`config.mk`:
```
export PLATFORM = sky130hd
export DESIGN_NAME = uart_tx_fifo
export DESIGN_NICKNAME = d
export VERILOG_FILES = /design/src/rtl/uart_tx_fifo.sv
export SDC_FILE = /design/constraint.sdc
export NUM_CORES = 1
export LEC_CHECK = 0
export CORE_MARGIN = 8
export CORE_UTILIZATION = 53
export DETAILED_ROUTE_END_ITERATION = 7
export PLACE_DENSITY = 0.75
export SYNTH_ARGS = -nofsm -noshare
export SYNTH_HDL_FRONTEND = slang
export SYNTH_HIERARCHICAL = 1
export SYNTH_SLANG_ARGS = --single-unit
```
`constraint.sdc`:
```
create_clock -name clk -period 2.9 [get_ports clk]
set_input_delay 0.29 -clock clk [delete_from_list [all_inputs] [get_ports clk]]
set_output_delay 0.29 -clock clk [all_outputs]
set_load 0.02 [all_outputs]
```
`src/rtl/uart_tx_fifo.sv`:
```
// Byte-queued 8N1 UART transmitter, LSB first, idling high on TX.
// Bytes wait in a small circular FIFO and frames are sent back to back with no idle gap.

// Generic circular FIFO. A pushed entry is visible at the head one clock later.
// Backpressure: a push while full is dropped. A pop while empty is ignored.
module fifo #(
    parameter int W     = 8,
    parameter int DEPTH = 4
) (
    input  logic         clk,
    input  logic         rst_n,
    input  logic         push,
    input  logic [W-1:0] push_dat,
    input  logic         pop,
    output logic [W-1:0] head_dat,
    output logic         full,
    output logic         empty
);
    localparam int PW = $clog2(DEPTH);

    logic [W-1:0]  mem [DEPTH];
    logic [PW-1:0] wr_ptr;
    logic [PW-1:0] rd_ptr;
    logic [PW:0]   count;
    logic          do_push;
    logic          do_pop;

    // full is taken from the count before any pop this cycle.
    // A push while full is dropped even on a pop cycle.
    assign full     = (count == (PW+1)'(DEPTH));
    assign empty    = (count == '0);
    assign do_push  = push && !full;
    assign do_pop   = pop && !empty;
    assign head_dat = mem[rd_ptr];

    always_ff @(posedge clk or negedge rst_n) begin
        if (!rst_n) begin
            wr_ptr <= '0;
            rd_ptr <= '0;
            count  <= '0;
            for (int i = 0; i < DEPTH; i++) begin
                mem[i] <= '0;
            end
        end else begin
            if (do_push) begin
                mem[wr_ptr] <= push_dat;
                wr_ptr      <= wr_ptr + PW'(1);
            end
            if (do_pop) begin
                rd_ptr <= rd_ptr + PW'(1);
            end
            case ({do_push, do_pop})
                2'b10:   count <= count + (PW+1)'(1);
                2'b01:   count <= count - (PW+1)'(1);
                default: count <= count;
            endcase
        end
    end
endmodule

// UART transmitter. TX falls one clock after a push into an empty idle block.
// Each frame takes 10*BAUD_CYCLES clocks. A push while full is dropped.
module uart_tx_fifo #(
    parameter int BAUD_CYCLES = 2604,
    parameter int DEPTH       = 4
) (
    input  logic       clk,
    input  logic       rst_n,
    input  logic       trmt,
    input  logic [7:0] tx_data,
    output logic       TX,
    output logic       tx_done,
    output logic       full,
    output logic       tx_idle
);
    localparam int              BW        = $clog2(BAUD_CYCLES);
    localparam logic [BW-1:0]   BAUD_LAST = BW'(BAUD_CYCLES - 1);
    localparam logic [0:0]      IDLE      = 1'b0;
    localparam logic [0:0]      TRANSMIT  = 1'b1;

    logic [0:0]    state;
    logic [8:0]    sr;
    logic [BW-1:0] baud_cnt;
    logic [3:0]    bit_cnt;
    logic [7:0]    head_dat;
    logic          empty;
    logic          shift;
    logic          frame_end;
    logic          load;

    fifo #(
        .W     (8),
        .DEPTH (DEPTH)
    ) u_fifo (
        .clk      (clk),
        .rst_n    (rst_n),
        .push     (trmt),
        .push_dat (tx_data),
        .pop      (load),
        .head_dat (head_dat),
        .full     (full),
        .empty    (empty)
    );

    assign shift     = (state == TRANSMIT) && (baud_cnt == BAUD_LAST);
    assign frame_end = shift && (bit_cnt == 4'd9);
    // At frame end a waiting byte is loaded directly, so its start bit follows the stop bit with no gap.
    assign load      = !empty && ((state == IDLE) || frame_end);

    assign TX      = sr[0];
    assign tx_idle = (state == IDLE) && empty;

    always_ff @(posedge clk or negedge rst_n) begin
        if (!rst_n) begin
            state    <= IDLE;
            sr       <= 9'h1FF;
            baud_cnt <= '0;
            bit_cnt  <= '0;
            tx_done  <= 1'b0;
        end else begin
            tx_done <= frame_end;
            if (load) begin
                sr       <= {head_dat, 1'b0};
                baud_cnt <= '0;
                bit_cnt  <= '0;
                state    <= TRANSMIT;
            end else if (state == TRANSMIT) begin
                if (shift) begin
                    // Shifting in ones leaves TX high once the stop bit has been sent.
                    sr       <= {1'b1, sr[8:1]};
                    bit_cnt  <= bit_cnt + 4'd1;
                    baud_cnt <= '0;
                    if (frame_end) begin
                        state <= IDLE;
                    end
                end else begin
                    baud_cnt <= baud_cnt + BW'(1);
                end
            end
        end
    end
endmodule

```
==> results by group, run 1 <==
Worst setup path
  • CP top delay family: adder cells
  • Worst path slowest cell: dfrtp_1
  • Worst flop-to-flop path startpoint: bit_cnt[1]
  • Reg2Reg Depth: 12
  • CP max stage delay: 0.41 ns
  • Worst-path cell chain: inv_1, ha_1, nor4bb_1, a41oi_2, inv_2, o31a_2, ha_1, inv_1, fa_1, xor2_1, nor2_1, xor2_1
  • RR Endpoint: u_fifo/count[2]
  • Crit end category: flop
  • CP Data Arrival Time: 2.91 ns
  • Startpoint types: flop
  • Crit path max fanout: 12
  • R2R Setup Slk: 0.26 ns
  • WP data required: 3.17 ns
  • Critical path class: reg2reg
  • CP Buf/Inv Count: 3
  • Critical path launch point: bit_cnt[1]

Detailed routing
  • Wire per inst: 16.6 um
  • Final ANT Viol Nets: 0
  • Total wire length: 5850 um
  • DRT iter0 DRCs: 78
  • Detailed Routing Iterations Pass 1: 4
  • Vias per inst: 5.70
  • Via count: 2008
  • DRC viols: 0

Place
  • DP Wirelength: 4110 um
  • DP Worst Slack: 0.247 ns
  • Final RePlAce weighted congestion: 0.760
  • Placed cell count: 335
  • Input/output buffers: 14

Logic synthesis
  • Post-synthesis cell count: 249
  • Mux cell area share after synthesis: 19.0%
  • Synthesis Warnings: 6
  • Xor and xnor area share after synthesis: 2.47%
  • Area fraction of the dominant cell type after synthesis: 44.8%
  • Yosys top cell by area: dfrtp_1
  • Syn Nets: 269
  • Area contributors post-synth: dfrtp_1 (45%), mux2_2 (12%), dfstp_2 (7.4%), mux4_2 (5.7%), ha_1 (3.1%)
  • Most numerous cell in the Yosys netlist: dfrtp_1
  • Mapped Area: 3190 um2
  • Synth Area in Compound Gates: 9.15%
  • Netlist cell types: 44
  • Synth cell count leaders: dfrtp_1 (57), mux2_2 (35), nand2_1 (21)
  • Post-synthesis simple-gate area fraction: 11.0%
  • Post-synth top flop: dfrtp_1
  • EDFF count, synth: 0
  • Synthesized-area fraction occupied by adder cells: 3.77%
  • Main combinational cell family by area after synthesis: multiplexers
  • Yosys reg bits: 66
  • Avg Inst Size Synth: 12.8 um2
  • Seq/Total Area, Yosys: 52.2%
  • Ys async rst share: 100%

STA
  • Highest Clock Rate: 0.379 GHz
  • Worst-margin pin slew: 1.09 ns
  • Relative slew slack: 27.4%
  • Clock skew: 0.00871 ns
  • Min Tclk post-route: 2.64 ns
  • RSZ-0062 raised after global routing: no
  • Final Hold Fails: 0
  • Setup-failing EPs final: 0
  • Final Cycle Share: 90.9%
  • Fin worst setup slack: 0.265 ns
  • Slew Viols, Final: 0
  • Setup TNS: 0 ns

Run status
  • Status: finished, final reports clean

Die
  • FP Rows: 28
  • Core box area: 5850 um2
  • Die Y-Extent: 93.5 um
  • Die area: 8750 um2
  • Initial Util: 54.5%
  • Die X: 93.5 um
  • IO Count: 15

Cells and area
  • Multi-input combinational cell area: 1450 um2
  • Util after Layout: 62.1%
  • Post-route non-filler standard cell count: 352
  • Share of layout cells above drive strength 1: 31.4%
  • Inserted Diodes: 0
  • Area Overhead vs Synth: 14.0%
  • Sequential Area: 1660 um2
  • Final-stage net count: 292
  • Layout filler cell count: 458

CTS
  • Skew-Pair Late Insertion Delay: 0.35 ns
  • Clock Root Buffer: clkbuf_8
  • CTS max path bufs: 2
  • CTS Sinks: 66
  • Max H-tree Level: 3
  • Post-CTS Setup Inserts: 0
  • CTS resizes: 0
  • Reg clk slew, reported paths: 0.08 ns
  • CTS tree: done
  • CTS Buf Count: 9

Global route
  • Vias in the first global route: 2090
  • Largest net degree at the start of global routing: 37
  • Initial antenna violation count: 0
  • Global-route wire length before repair: 10400 um
  • GR Util All Layers: 15.2%
  • Global route total overflow: 0

Power and ir drop
  • Design Power: 0.00314 W
  • Pwr Density: 865 nW/um2
  • Leak: 1.52 nW
  • Peak supply drop: 0.540 mV

Min path
  • Hold wc startpoint: sr[5]
  • Hold Crit Endpoint: sr[4]
  • WHS Path Cells: 2
  • Hold Crit Class: reg2reg

Flow run
  • MaxCap Viol Count: 0
## cells by family (layout without fill, tap and decap cells)
logic type,Yosys count,after routing
DFF,66,66
and+or+nand+nor,60,60
muxes,46,46
AOI/OAI and AO/OA,40,40
buffers and inverters,19,47
adders and majority gates,9,9
xor gates and xnor gates,9,9
## worst max path at each step
stage / slack [ns] / endpoint / depth (start not counted)
floorplan: 0.22 / u_fifo/count[2] / 13
global placement: 0.34 / u_fifo/count[2] / 12
detailed placement: 0.25 / u_fifo/count[2] / 12
CTS: 0.25 / u_fifo/count[2] / 12
global route: 0.04 / u_fifo/count[2] / 12
finish: 0.26 / u_fifo/count[2] / 12
## through the flow
stage | cell area, um2 | hold slack [ns]
after floorplan | 3190 | -0.00559
after global placement | 3420 | 0.331
after detailed placement | 3420 | 0.332
after CTS | 3630 | 0.479
after global routing | 3630 | 0.496
final | 3630 | 0.476
## flip-flops by register name, summed over array words and instances (netlist names), 2 cells and up
register / flops
baud_cnt: 12
sr: 9
u_fifo/wr_ptr: 2
bit_cnt: 4
u_fifo/mem: 32
u_fifo/count: 3
u_fifo/rd_ptr: 2
## cell type report
cell class	instances	area share (%)
Clock buffer	9	3.41
Clock inverter	7	2.24
Inverter	11	1.14
Multi-Input combinational cell	164	39.8
Sequential cell	66	45.8
Tap cell	75	2.58
Timing Repair Buffer	20	5.03
## timing repair
| item | CTS | global route |
|---|---|---|
| hold endpoints to repair | 27 | 0 |
| endpoints found under the setup margin | 0 | 0 |
| hold buffers | 1 | 0 |
## cells in the final DEF, fill, tap and decap left out, drive strengths merged, types with 2 or more instances in the layout
cell and n:
or4 3, mux4 8, a211oi 7, mux2i 3, clkbuf 9, xor2 5
nor4bb 2, o21ai 7, a21oi 7, buf 6, nand4 4, ha 8
and4 2, nand2 21, dfrtp 57, mux2 35, a2bb2oi 7, nor2 12
o31ai 5, clkdlybuf4s50 13, nor3b 2, nand3 5, inv 15, xnor2 4
or3 2, dfstp 9
## worst register-to-register path, delay by kind of cell, from the launching register on
| family | cells | cell delay, ns |
|---|---|---|
| simple gates | 2 | 0.45 |
| buf+inv | 3 | 0.32 |
| flops | 1 | 0.41 |
| compound gates | 2 | 0.40 |
| fa+ha+maj | 3 | 0.69 |
| xor+xnor | 2 | 0.30 |
## routing by layer
metal	part of all wire, %	track usage (%)	routed length, um	vias to the layer above
met5	0	0	0	-
met4	1.6	8.59	93	0
met3	3.7	2.88	215	8
met2	48	23.1	2790	34
met1	47	20.0	2750	1006
li1	-	-	-	960
## report_power, final
part	switching, W	internal (W)
clock network	0.000392	0.000410
logic	0.000321	0.000510
registers	0.000251	0.00126
No activity file was read; power rests on OpenSTA's default activity.
==> run 2, diff against run 1 <==
--- a/config.mk
+++ b/config.mk
@@ -5,7 +5,6 @@
 export SDC_FILE = /design/constraint.sdc
 export NUM_CORES = 1
 export LEC_CHECK = 0
-export CORE_MARGIN = 8
 export CORE_UTILIZATION = 53
 export DETAILED_ROUTE_END_ITERATION = 7
 export PLACE_DENSITY = 0.75
==> run 2 against run 1 <==
Net effect:
- clock skew is 0.0051 ns higher
- via count is 0.15% higher
- critical path depth stayed put
- sequential cell count stayed put
- final area is 1.5% lower
- largest cell class unchanged
- largest power group unchanged
- non-clock buffer count is 2 lower
- core utilization is 1.3 points higher
==> results by group, run 2 (same netlist as run 1, synthesis figures left out) <==
Detailed routing
  • Final ANT Viol Nets: 0 (unchanged)
  • Wire per inst: 16.5 um (-0.71%)
  • Total wire length: 5720 um (-2.1%)
  • DRT iter0 DRCs: 105 (+35%)
  • Vias per inst: 5.80 (+1.6%)
  • DRC viols: 0 (unchanged)
  • Via count: 2011 (+0.15%)
  • Detailed Routing Iterations Pass 1: 4 (unchanged)

Worst setup path
  • Critical path class: reg2reg
  • Startpoint types: flop
  • WP data required: 3.17 ns (about the same)
  • Crit path max fanout: 12 (unchanged)
  • CP Data Arrival Time: 2.94 ns (+0.03 ns)
  • Crit end category: flop

CTS
  • Skew-Pair Late Insertion Delay: 0.35 ns (about the same)
  • Max H-tree Level: 3 (unchanged)
  • Reg clk slew, reported paths: 0.08 ns (about the same)
  • CTS tree: done
  • CTS Buf Count: 9 (unchanged)
  • # hold bufs at CTS: 0 (-1)
  • Post-CTS Setup Inserts: 0 (unchanged)
  • CTS resizes: 0 (unchanged)
  • Clock Root Buffer: clkbuf_8
  • CTS max path bufs: 2 (unchanged)
  • CTS Sinks: 66 (unchanged)

Cells and area
  • Cell area after layout: 3580 um2 (-1.5%)
  • Largest Register: u_fifo/mem
  • Commonest cells after routing, fill and taps aside: dfrtp_1 (57), mux2_2 (35), nand2_1 (21), clkdlybuf4s50_1 (13), inv_1 (10)
  • Area Overhead vs Synth: 12.3%
  • Max reg flops: 32 (unchanged)
  • Final-stage net count: 290 (-0.68%)
  • Share of layout cells above drive strength 1: 31.3% (-0.14 points)
  • Layout filler cell count: 429 (-6.3%)
  • Biggest regs: u_fifo/mem (32), baud_cnt (12), sr (9)
  • Inserted Diodes: 0 (unchanged)
  • Sequential Area: 1660 um2 (unchanged)
  • Commonest non-fill, non-tap cell in the layout: dfrtp_1
  • Multi-input combinational cell area: 1450 um2 (unchanged)

Die
  • FP Rows: 27 (-3.6%)
  • Initial Util: 56.5% (+2.0 points)
  • Die Y-Extent: 79.5 um (-15%)
  • Die area: 6330 um2 (-28%)
  • Core box area: 5640 um2 (-3.6%)
  • Die X: 79.5 um (-15%)
  • IO Count: 15 (unchanged)

Global route
  • GR Util All Layers: 20.6% (+5.4 points)
  • Largest net degree at the start of global routing: 67 (+81%)
  • Global route total overflow: 0 (unchanged)
  • Initial antenna violation count: 0 (unchanged)
  • Global-route wire length before repair: 9670 um (-7.4%)
  • Vias in the first global route: 1971 (-5.7%)

STA
  • Relative slew slack: 25.2% (-2.1 points)
  • Highest Clock Rate: 0.375 GHz (-1.2%)
  • Final Hold Fails: 0 (unchanged)
  • Slew Viols, Final: 0 (unchanged)
  • Worst-margin pin slew: 1.12 ns (+0.0315 ns)
  • Min Tclk post-route: 2.67 ns (+0.0309 ns)
  • Setup-failing EPs final: 0 (unchanged)
  • Final Cycle Share: 91.9% (+1.1 points)
  • Clock skew: 0.0138 ns (+0.00507 ns)
  • RSZ-0062 raised after global routing: no
  • Setup TNS: 0 ns (unchanged)

Place
  • Input/output buffers: 14 (unchanged)
  • Placed Area: 3410 um2 (-0.33%)
  • Final RePlAce weighted congestion: 0.740 (-2.6%)
  • DP Wirelength: 3830 um (-6.8%)

Power and ir drop
  • Leak: 1.49 nW (-2.0%)
  • Peak supply drop: 0.472 mV (-13%)
  • Pwr Density: 841 nW/um2 (-2.7%)

Flow run
  • MaxCap Viol Count: 0 (unchanged)

Run status
  • Status: finished, final reports clean

Min path
  • Hold Crit Class: in2async
-- run 2: cell count changes in the layout (fill, tap and decap cells not counted), sizes merged --
| cell | change |
|---|---|
| dlygate4sd3 | -1 |
| inv | -4 |
| clkinvlp | +2 |
| bufinv | -1 |
| clkinv | +3 |
| buf | -1 |
-- run 2: critical path, cell delays in order (launching register included) --
cell and delay [ns]:
dfrtp_1 0.41, inv_1 0.06, ha_1 0.15, nor4bb_1 0.36, a41oi_2 0.21, inv_4 0.16
o31a_2 0.20, ha_1 0.19, inv_1 0.07, fa_1 0.37, xor2_1 0.15, nor2_1 0.10
xor2_1 0.15
-- run 2: cell type report --
type / instances / area share (%)
inverters: 11 / 1.22
clock buffers: 9 / 3.46
well taps: 72 / 2.52
clock inverters: 7 / 1.29
multi-input cells: 164 / 40.4
repair buffers: 18 / 4.62
flip-flops and latches: 66 / 46.5
-- run 2: metal layers --
layer / up-vias / track usage (%) / part of all wire (%)
li1: 955 / - / -
met1: 1021 / 27.3 / 47
met2: 25 / 31.5 / 48
met3: 10 / 3.77 / 2.9
met4: 0 / 12.2 / 1.6
met5: - / 0 / 0
-- run 2: final timing paths --
check / cells after the start / endpoint / startpoint / slack (ns)
max: 12 / u_fifo/count[2] / bit_cnt[1] / 0.23
min: 2 / baud_cnt[5] / rst_n / 0.11
max reg2reg: 12 / u_fifo/count[2] / bit_cnt[1] / 0.23
min reg2reg: 2 / sr[3] / sr[4] / 0.47
max in group asynchronous: 2 / bit_cnt[3] / rst_n / 2.26
min in group clk: 2 / sr[3] / sr[4] / 0.47
-- run 2: stage by stage --
stage | instances | util [%] | total power [W] | hold slack [ns] | setup slack, ns
floorplan | 249 | - | 0.00212 | -0.00559 | 0.218
global placement | 331 | 60.4 | 0.00231 | 0.460 | 0.336
detailed placement | 331 | 60.4 | 0.00236 | 0.465 | 0.190
CTS | 347 | 63.4 | 0.00303 | 0.145 | 0.178
global route | 347 | 63.4 | 0.00319 | 0.210 | 0.0120
finish | 347 | 63.4 | 0.00301 | 0.108 | 0.234
-- run 2: where the power goes --
part / switching (W) / leakage, nW / internal (W)
Combinational: 0.000319 / 0.617 / 0.000506
Clock: 0.000375 / 0.0810 / 0.000306
Sequential: 0.000247 / 0.789 / 0.00126
Total: 0.000941 / 1.49 / 0.00207
==> run 3, diff against run 2 <==
--- a/config.mk
+++ b/config.mk
@@ -8,6 +8,7 @@
 export CORE_UTILIZATION = 53
 export DETAILED_ROUTE_END_ITERATION = 7
 export PLACE_DENSITY = 0.75
+export REMOVE_ABC_BUFFERS = 1
 export SYNTH_ARGS = -nofsm -noshare
 export SYNTH_HDL_FRONTEND = slang
 export SYNTH_HIERARCHICAL = 1
==> run 3 against run 2 <==
Net effect:
- critical path depth unchanged
- routed wire length increased by 2.0%
- clock skew decreased by 0.0042 ns
- non-clock buffer count increased by 2
- clock-buffer cell count increased by 5
- combinational power increased by 0.8%
- total power increased by 6.3%
- core utilization increased by 1.4 points
- die area unchanged
- critical path type unchanged
- largest cell class unchanged
- largest power group unchanged
==> results by group, run 3 (same netlist as run 1, synthesis figures left out) <==
CTS
  • CTS Buf Count: 9 (unchanged)
  • CTS resizes: 0 (unchanged)
  • CTS tree: done
  • CTS Sinks: 66 (unchanged)
  • Skew-Pair Late Insertion Delay: 0.33 ns (-0.02 ns)
  • CTS max path bufs: 2 (unchanged)
  • Reg clk slew, reported paths: 0.07 ns (about the same)
  • Max H-tree Level: 3 (unchanged)
  • Clock Root Buffer: clkbuf_8

Detailed routing
  • Vias per inst: 5.85 (+1.0%)
  • Total wire length: 5840 um (+2.0%)
  • Via count: 2043 (+1.6%)
  • Final ANT Viol Nets: 0 (unchanged)
  • DRC viols: 0 (unchanged)
  • Wire per inst: 16.7 um (+1.5%)
  • DRT iter0 DRCs: 107 (+1.9%)
  • Detailed Routing Iterations Pass 1: 4 (unchanged)

Cells and area
  • Max reg flops: 32 (unchanged)
  • Biggest regs: u_fifo/mem (32), baud_cnt (12), sr (9)
  • Commonest non-fill, non-tap cell in the layout: dfrtp_1
  • Share of layout cells above drive strength 1: 30.3% (-0.95 points)
  • Util after Layout: 64.8% (+1.4 points)
  • Area Overhead vs Synth: 14.8%
  • Final-stage net count: 292 (+0.69%)
  • Inserted Diodes: 0 (unchanged)
  • Commonest cells after routing, fill and taps aside: dfrtp_1 (57), mux2_2 (35), nand2_1 (21), clkdlybuf4s50_1 (13), clkbuf_8 (11)
  • Largest Register: u_fifo/mem

Global route
  • Global route total overflow: 0 (unchanged)
  • Vias in the first global route: 2093 (+6.2%)
  • Initial antenna violation count: 0 (unchanged)
  • Global-route wire length before repair: 10100 um (+4.0%)
  • Largest net degree at the start of global routing: 39 (-42%)
  • GR Util All Layers: 21.3% (+0.70 points)

Flow run
  • MaxCap Viol Count: 0 (unchanged)

Worst setup path
  • Worst-path cell chain: inv_1, ha_1, nor4bb_1, a41oi_2, inv_2, o31a_2, ha_1, inv_1, fa_1, xor2_1, nor2_1, xor2_1
  • Worst path slowest cell: dfrtp_1
  • Startpoint types: flop
  • Crit path max fanout: 4 (-8)
  • Crit end category: flop
  • Critical path class: reg2reg
  • WP data required: 3.16 ns (about the same)
  • CP top delay family: adder cells
  • CP Data Arrival Time: 2.77 ns (-0.17 ns)
  • CP Buf/Inv Count: 3 (unchanged)
  • CP max stage delay: 0.41 ns (about the same)

STA
  • Highest Clock Rate: 0.398 GHz (+6.2%)
  • Final Cycle Share: 86.5% (-5.4 points)
  • Final Hold Fails: 0 (unchanged)
  • Setup-failing EPs final: 0 (unchanged)
  • Clock skew: 0.00953 ns (-0.00425 ns)
  • Relative slew slack: 23.9% (-1.4 points)
  • RSZ-0062 raised after global routing: no
  • Worst-margin pin slew: 1.14 ns (+0.0203 ns)
  • Min Tclk post-route: 2.51 ns (-0.156 ns)
  • Slew Viols, Final: 0 (unchanged)
  • Setup TNS: 0 ns (unchanged)

Power and ir drop
  • Pwr Density: 875 nW/um2 (+4.0%)
  • Peak supply drop: 0.550 mV (+17%)
  • Leak: 1.53 nW (+3.0%)

Die
  • Core box area: 5640 um2 (unchanged)
  • Die Y-Extent: 79.5 um (unchanged)
  • Die area: 6330 um2 (unchanged)
  • Initial Util: 56.5% (unchanged)
  • IO Count: 15 (unchanged)
  • Die X: 79.5 um (unchanged)
  • FP Rows: 27 (unchanged)

Place
  • Input/output buffers: 14 (unchanged)
  • DP Wirelength: 3900 um (+1.8%)
  • Final RePlAce weighted congestion: 0.754 (+1.9%)

Run status
  • Status: finished, final reports clean

Min path
  • Hold Crit Class: reg2reg
-- run 3: final timing paths --
| kind | start | slack, ns | cells after the start | endpoint |
|---|---|---|---|---|
| worst max-delay path | bit_cnt[1] | 0.39 | 12 | u_fifo/count[2] |
| worst min register to register | sr[6] | 0.47 | 2 | sr[5] |
| worst max register to register | bit_cnt[1] | 0.39 | 12 | u_fifo/count[2] |
| max in group asynchronous | rst_n | 1.68 | 3 | sr[6] |
| min in group asynchronous | rst_n | 0.52 | 2 | baud_cnt[3] |
| worst min-delay path | sr[6] | 0.47 | 2 | sr[5] |
-- run 3: timing repair --
action / CTS / global route
buffers inserted: 0 / 0
hold endpoints to repair: 9 / 0
hold buffers: 1 / 0
-- run 3: per-stage QoR --
stage / setup WS [ns] / std cells / total power (W) / instance area (um2) / hold slack (ns)
after CTS: 0.379 / 349 / 0.00323 / 3660 / 0.470
final: 0.390 / 349 / 0.00320 / 3660 / 0.468
after global placement: 0.505 / 332 / 0.00230 / 3430 / 0.366
after global routing: 0.265 / 349 / 0.00339 / 3660 / 0.493
after detailed placement: 0.403 / 332 / 0.00235 / 3430 / 0.363
after floorplan: 0.295 / 241 / 0.00212 / 3150 / -0.00559
-- run 3: cell type report --
cell class              instances  area (um2)
flip-flops and latches         66        1660
well taps                      72        90.1
fillers                       429        1980
clock buffers                  14         163
repair buffers                 20         195
clock inverters                 2        60.1
multi-input cells             164        1450
inverters                      11        41.3
-- run 3: per-layer routing --
metal  GRT usage, %  up-vias  routed length [um]
met1           27.8     1024                2730
li1               -      961                   -
met2           32.6       46                2800
met4           11.8        0                  98
met5              0        -                   0
met3           4.91       12                 210
-- run 3: power by group --
| part | internal (W) | leakage [nW] | switching (W) |
|---|---|---|---|
| clock network | 0.000533 | 0.111 | 0.000328 |
| logic | 0.000509 | 0.632 | 0.000322 |
| registers | 0.00126 | 0.789 | 0.000250 |
-- run 3: tightest hold or removal path, cell delays in order, from the launching register on --
cell and delay, ns:
dfstp_2 0.37, nand2_1 0.05, a2bb2oi_1 0.06
